`src/rtl/tlc_phase_scheduler.sv`:
```
// rtl/tlc_phase_scheduler.sv - highway/farm traffic light phase scheduler with pedestrian walk phase
// Timers count cycles spent in the current state; each phase exits on its last cycle.
module tlc_phase_scheduler #(
  parameter int HWY_MIN  = 2000000000,
  parameter int FARM_MIN = 300000000,
  parameter int FARM_MAX = 1500000000,
  parameter int YEL      = 300000000,
  parameter int ALLRED   = 100000000,
  parameter int WALK     = 1000000000
) (
  input  logic       Clk,
  input  logic       Rst,
  input  logic       farmSensor,
  input  logic       pedButton,
  output logic [1:0] highwaySignal,
  output logic [1:0] farmSignal,
  output logic       walkSignal,
  output logic [2:0] state,
  output logic       RstCount
);

  typedef enum logic [2:0] {
    S_HWY_G  = 3'd0,
    S_HWY_Y  = 3'd1,
    S_AR_A   = 3'd2,
    S_FARM_G = 3'd3,
    S_FARM_Y = 3'd4,
    S_WALK   = 3'd5,
    S_AR_B   = 3'd6
  } state_t;

  localparam logic [1:0] LAMP_RED    = 2'b00;
  localparam logic [1:0] LAMP_YELLOW = 2'b01;
  localparam logic [1:0] LAMP_GREEN  = 2'b10;

  localparam logic [30:0] HWY_LIM   = 31'(HWY_MIN - 1);
  localparam logic [30:0] FMIN_LIM  = 31'(FARM_MIN - 1);
  localparam logic [30:0] FMAX_LIM  = 31'(FARM_MAX - 1);
  localparam logic [30:0] YEL_LIM   = 31'(YEL - 1);
  localparam logic [30:0] AR_LIM    = 31'(ALLRED - 1);
  localparam logic [30:0] WALK_LIM  = 31'(WALK - 1);
  localparam logic [30:0] COUNT_SAT = '1;

  state_t      state_q, state_d;
  logic [30:0] count_q, count_d;
  logic        ped_pending_q, ped_pending_d;
  logic        last_walk_q, last_walk_d;
  logic        enter_walk;

  always_ff @(posedge Clk or posedge Rst) begin
    if (Rst) begin
      state_q       <= S_HWY_G;
      count_q       <= '0;
      ped_pending_q <= 1'b0;
      last_walk_q   <= 1'b1;
    end else begin
      state_q       <= state_d;
      count_q       <= count_d;
      ped_pending_q <= ped_pending_d;
      last_walk_q   <= last_walk_d;
    end
  end

  always_comb begin
    state_d = state_q;
    case (state_q)
      S_HWY_G:  if (count_q >= HWY_LIM && (farmSensor || ped_pending_q)) state_d = S_HWY_Y;
      S_HWY_Y:  if (count_q == YEL_LIM) state_d = S_AR_A;
      S_AR_A: begin
        // With both requests waiting, alternate away from whichever was served last.
        if (count_q == AR_LIM) begin
          if (farmSensor && ped_pending_q) state_d = last_walk_q ? S_FARM_G : S_WALK;
          else if (farmSensor)             state_d = S_FARM_G;
          else if (ped_pending_q)          state_d = S_WALK;
          else                             state_d = S_HWY_G;
        end
      end
      S_FARM_G: if (count_q == FMAX_LIM || (count_q >= FMIN_LIM && !farmSensor)) state_d = S_FARM_Y;
      S_FARM_Y: if (count_q == YEL_LIM) state_d = S_AR_B;
      S_WALK:   if (count_q == WALK_LIM) state_d = S_AR_B;
      S_AR_B:   if (count_q == AR_LIM) state_d = S_HWY_G;
      default:  state_d = S_HWY_G;
    endcase

    RstCount = (state_d != state_q);
    count_d  = RstCount ? '0 : ((count_q == COUNT_SAT) ? count_q : count_q + 31'd1);

    enter_walk    = (state_d == S_WALK) && (state_q != S_WALK);
    ped_pending_d = enter_walk ? 1'b0 : (ped_pending_q || (pedButton && state_q != S_WALK));

    last_walk_d = last_walk_q;
    if (enter_walk) last_walk_d = 1'b1;
    else if (state_d == S_FARM_G && state_q != S_FARM_G) last_walk_d = 1'b0;
  end

  always_comb begin
    highwaySignal = LAMP_RED;
    farmSignal    = LAMP_RED;
    walkSignal    = 1'b0;
    case (state_q)
      S_HWY_G:  highwaySignal = LAMP_GREEN;
      S_HWY_Y:  highwaySignal = LAMP_YELLOW;
      S_FARM_G: farmSignal    = LAMP_GREEN;
      S_FARM_Y: farmSignal    = LAMP_YELLOW;
      S_WALK:   walkSignal    = 1'b1;
      default:  ;
    endcase
    state = state_q;
  end

endmodule

```
`config.mk`:
```
export PLATFORM = sky130hd
export DESIGN_NAME = tlc_phase_scheduler
export DESIGN_NICKNAME = d
export VERILOG_FILES = /design/src/rtl/tlc_phase_scheduler.sv
export SDC_FILE = /design/constraint.sdc
export NUM_CORES = 1
export LEC_CHECK = 0
export CAP_MARGIN = 25
export CELL_PAD_IN_SITES_DETAIL_PLACEMENT = 1
export CELL_PAD_IN_SITES_GLOBAL_PLACEMENT = 2
export CORE_MARGIN = 1
export CORE_UTILIZATION = 38
export CTS_CLUSTER_SIZE = 14
export DETAILED_ROUTE_END_ITERATION = 10
export PLACE_DENSITY_LB_ADDON = 0.1
export SYNTH_ARGS = -nofsm -noshare
export SYNTH_HDL_FRONTEND = slang
export SYNTH_SLANG_ARGS = --single-unit
```
`constraint.sdc`:
```
create_clock -name Clk -period 3.6 [get_ports Clk]
set_input_delay 0.72 -clock Clk [delete_from_list [all_inputs] [get_ports Clk]]
set_output_delay 0.72 -clock Clk [all_outputs]
set_load 0.02 [all_outputs]
```
======== After elaboration in Yosys (flattened, before gate mapping) ========
Index checks and enable logic that the tools add are counted.
storage, ports and cells
  register bits ........................... 36
  bits of input ports ..................... 4
  output and inout port bits .............. 9
  word-level logic and storage cells ...... 56
cells by class
  add/subtract/negate cells ............... 1
  $lt $le $gt $ge ......................... 2
  equality and inequality tests ........... 17
  multiplexer cells ....................... 20
  reduce and logical (&&, ||, !) cells .... 12
operator list
  cell                     number
  $eq A31 B31 Y1 const B   2
  $mux W31                 2
  $mux W3                  11
  $add A31 B1 Y31 const B  1
  $eq A31 B27 Y1 const B   1
  $eq A31 B29 Y1 const B   1
  $eq A31 B30 Y1 const B   1
  $ge A31 B29 Y1 const B   1
  $ge A31 B31 Y1 const B   1
  $pmux W3 S7              1
  $eq A3 B3 Y1 const B     4
  $eq A3 B2 Y1 const B     3
  $pmux W2 S2              2
  $logic_and A1 B1 Y1      6
  $mux W1                  4
  $eq A3 B1 Y1 const B     1
  $logic_not A3 Y1         1
  $logic_or A1 B1 Y1       3
  $ne A3 B2 Y1 const B     1
  $ne A3 B3 Y1             1
  $ne A3 B3 Y1 const B     1
  $ne A2 B2 Y1 const B     1
  $reduce_bool A2 Y1       1
  $logic_not A1 Y1         1

======== Depth between registers and ports, before layout ========
  word-level depth ........................ 9
  depth in mapped cells ................... 10
  depth with buffers taken out ............ 7

======== Least setup slack after synthesis ========
Ideal clock, no wire load.
  kind .................................... register to output
  from .................................... register state_q[2], in the netlist state[2]
  to ...................................... output RstCount
  data arrival time ....................... 2.412 ns
  required time ........................... 2.880 ns
  path slack .............................. 0.468 ns
  cell stages (with the launch flop) ...... 9
  buffers on the path ..................... 2
  cells stage by stage .................... dfrtp_1 > clkbuf_1 > nor3_1 > nand4_1 > a311oi_1 > o32ai_1 > inv_1 > clkbuf_1 > a21o_1
between the ends
  word-level cells in the longest chain between the ends .. 3
  elaborated cells on any way between the ends .. 16
  those cells by class .................... 7 x eq/ne; 8 x mux; 1 x reduce/logical
RTL lines
  item                                        line  text
  from (decl)                                 44    state_t state_q, state_d;
  from (signal assigned)                      57    state_q <= state_d;
  $eq A3 B3 Y1, or another cell as far along  66    case (state_q)
  $pmux W3 S7                                 66
  $ne A3 B3 Y1 *                              85    RstCount = (state_d != state_q);
  to (decl)                                   19    output logic RstCount
Every way passes the cells marked *; elsewhere a longest branch is shown, timed or not.

======== Worst setup path in the final report ========
  from .................................... register count_q[24]
  to ...................................... output RstCount
between the ends
  word-level cells in the longest chain between the ends .. 6
  elaborated cells on any way between the ends .. 18
  those cells by class .................... 2 x order compare; 5 x eq/ne; 8 x mux; 3 x reduce/logical
RTL lines
  item                    line  text
  from (decl)             45    logic [30:0] count_q, count_d;
  from (signal assigned)  58    count_q <= count_d;
  $ge A31 B29 Y1          78    S_FARM_G: if (count_q == FMAX_LIM || (count_q >= FMIN_LIM && !farmSensor)) state_d = S_FARM_Y;
  $logic_and A1 B1 Y1     78
  $logic_or A1 B1 Y1      78
  $mux W3                 78
  $pmux W3 S7 *           66
  $ne A3 B3 Y1 *          85
Marks and branches as above.

==> reports/metrics.yaml <==
die-area_sq_um: 7330
placed_cells: 389
ir_drop_uv: 126
track_usage_pct: 24.4
grt_pass1_vias: 2493
drive_gt1_share_pct: 14.8
timing.setup.tns_ps: 0
start_kind: "flop"
end_kind: "output port"
core-area_sq_um: 6760
final_common_cell: "dfrtp_1"
hold_violations: 0
final_antenna_net_count: 0
cts-root-buf: "clkbuf_8"
cts_buffers: 5
clkSlewWorstSetupHoldPaths_ps: 80
avgSynthCellArea_sq_um: 8.92
skew_ps: 4.25
synthArstFlopShare_pct: 100
status: "finished clean"
place_area_sq_um: 2920
hold_end: "last_walk_q"
drt_pass1_iterations: 4
relSlewSlack_pct: 56.5
drt_iter0_markers: 138
slowest_delay_ps: 550
rows: 30
hold_start: "last_walk_q"
crit_start: "count_q[24]"
fp.dieH_um: 85.6
setup_violations: 0
ys_seq_elements: 36
rr_endpoint: "count_q[25]"
arrival_ps: 2730
period_minus_slack_ps: 3450
grt-ovfl-total: 0
boundaryPins: 13
antenna_cells: 0
yosys.area.top_type_share_pct: 33.0
drv_cap: 0
via_per_inst: 6.11
critPathMaxFanout: 8
tritoncts: "built"
yosysWarnings: 0
via_count: 2424
nets: 321
clockBufferDepth: 2
synth_edf_count: 0
io_buffers: 12
fp.dieW_um: 85.6
synth_fp_nets: 303
final_max_slew_viol_count: 0
yosysSeqAreaShare_pct: 33.9
ys.flop_type: "dfrtp_1"
rrSetupSlack_ps: 1010
yosys-top-cells-area: "dfrtp_1, a211oi_1, xnor2_1"
drc: 0
syn_inst: 298
ys_types: 55
wl_per_cell_um: 20.8
synth_top_cell_by_area: "dfrtp_1"
fmax_mhz: 290
worst_slack_ps: 147
grt_pass1_wl_mm: 13.7
period_share_pct: 95.9
syn_area_sq_um: 2660
crit_required_ps: 2880
syn_to_final_growth_pct: 14.5
routed_wl_mm: 8.26
rsz0062_at_grt: "false"
final_area_sq_um: 3040
dp_worst_setup_slack_ps: 207
dp_hpwl_mm: 5.85
crit_chain: "nand4bb_1 -> or4_4 -> or3_4 -> a21oi_2 -> o21ba_1 -> a21o_1 -> dlygate4sd2_1"
leakage_nw: 1.12
power_density_nw_per_um2: 264
min_path_type: "reg2reg"
grt_max_degree: 37
layout.cells.non_filler: 397
h-tree-depth: 2
start_util_pct: 39.3
cp_slowest_cell: "or4_4"
r2r.worst_path.cells: 7
holdPathStages: 2
final_cell_mix: "dfrtp_1, a211oi_1, buf_4, nand2_1, xnor2_1"
gp_congestion: 0.870
tightestPinTransition_ps: 651
fin_util_pct: 45.0
cts.sink_count: 36
reg2reg_from: "count_q[0]"
clkLatencyLatePin_ps: 300
antenna_found_initial: 0
critical_path_class: "reg2out"
power by group:
group          internal [mW]  switching, mW  total (mW)
Clock                  0.205          0.176       0.381
Combinational        0.00502         0.0107      0.0157
Sequential             0.405        0.00164       0.407
sequential cells by signal, summed over array words and instances (netlist names):
name / count
count_q: 31
last_walk_q: 1
ped_pending_q: 1
state: 3
kinds of logic (layout without fill, tap and decap cells):
group	Yosys count	in the layout	share of synthesized area, %
simple gates	131	131	30.1
compound gates	68	68	19.1
flops	36	36	33.9
buf+inv	33	52	6.73
xor+xnor	28	28	9.23
fa+ha+maj	1	1	0.471
mux	1	1	0.377
Yosys cell counts (all sizes together) (2+ instances only):
| master | number |
|---|---|
| dfrtp | 35 |
| a211oi | 28 |
| nand2 | 23 |
| buf | 19 |
| xnor2 | 17 |
| nand4 | 13 |
| nand3 | 11 |
| nor2 | 11 |
| nor3 | 11 |
| xor2 | 11 |
| and4 | 10 |
| clkbuf | 9 |
| and3 | 8 |
| o21ai | 8 |
| a21oi | 7 |
| nor4 | 7 |
| a2111oi | 5 |
| and2 | 5 |
| inv | 5 |
| nand2b | 5 |
| a21o | 4 |
| nor4b | 4 |
| a211o | 3 |
| nand3b | 3 |
| nand4b | 3 |
| nor2b | 3 |
| nor4bb | 3 |
| or2 | 3 |
| or3 | 3 |
| a21boi | 2 |
| a31oi | 2 |
| nand4bb | 2 |
| o211ai | 2 |
| or4 | 2 |
worst max-delay path by stage:
stage | end | slack [ps] | cells after the start
finish | RstCount | 150 | 7
global route | RstCount | 40 | 7
CTS | RstCount | 140 | 7
detailed placement | RstCount | 210 | 7
global placement | RstCount | 200 | 7
floorplan | RstCount | 470 | 8
critical path: cells and delay by family (launching register included):
kind	cells	cell delay (ps)
AO/OA/AOI/OAI	3	470
buffers and inverters	1	360
flip-flops	1	490
AND/OR/NAND/NOR	3	1120
timing repair:
action / CTS / global route
buffers inserted: 0 / 0
endpoints found under the setup margin: 1 / 1
hold buffers: 0 / 0
gates resized for setup: 1 / 2
layer usage:
metal  GRT usage [%]  routed length (um)  vias up
met4            9.24                 197        0
met1            33.1                3940     1190
li1                -                   -     1172
met3            3.37                 265       13
met2            39.4                3850       49
met5               0                   0        -
per-stage QoR:
step	power, mW	hold WS (ps)
after global routing	0.826	558
after global placement	0.431	518
after floorplan	0.423	508
final	0.804	542
after detailed placement	0.432	532
after CTS	0.812	540
cell type report:
class / count / area [sq um]
Clock buffer: 5 / 68.8
Clock inverter: 3 / 42.5
Fill cell: 806 / 3710
Inverter: 5 / 18.8
Multi-Input combinational cell: 229 / 1590
Sequential cell: 36 / 902
Tap cell: 80 / 100
Timing Repair Buffer: 39 / 322
Power figures use the tool's default switching activity.
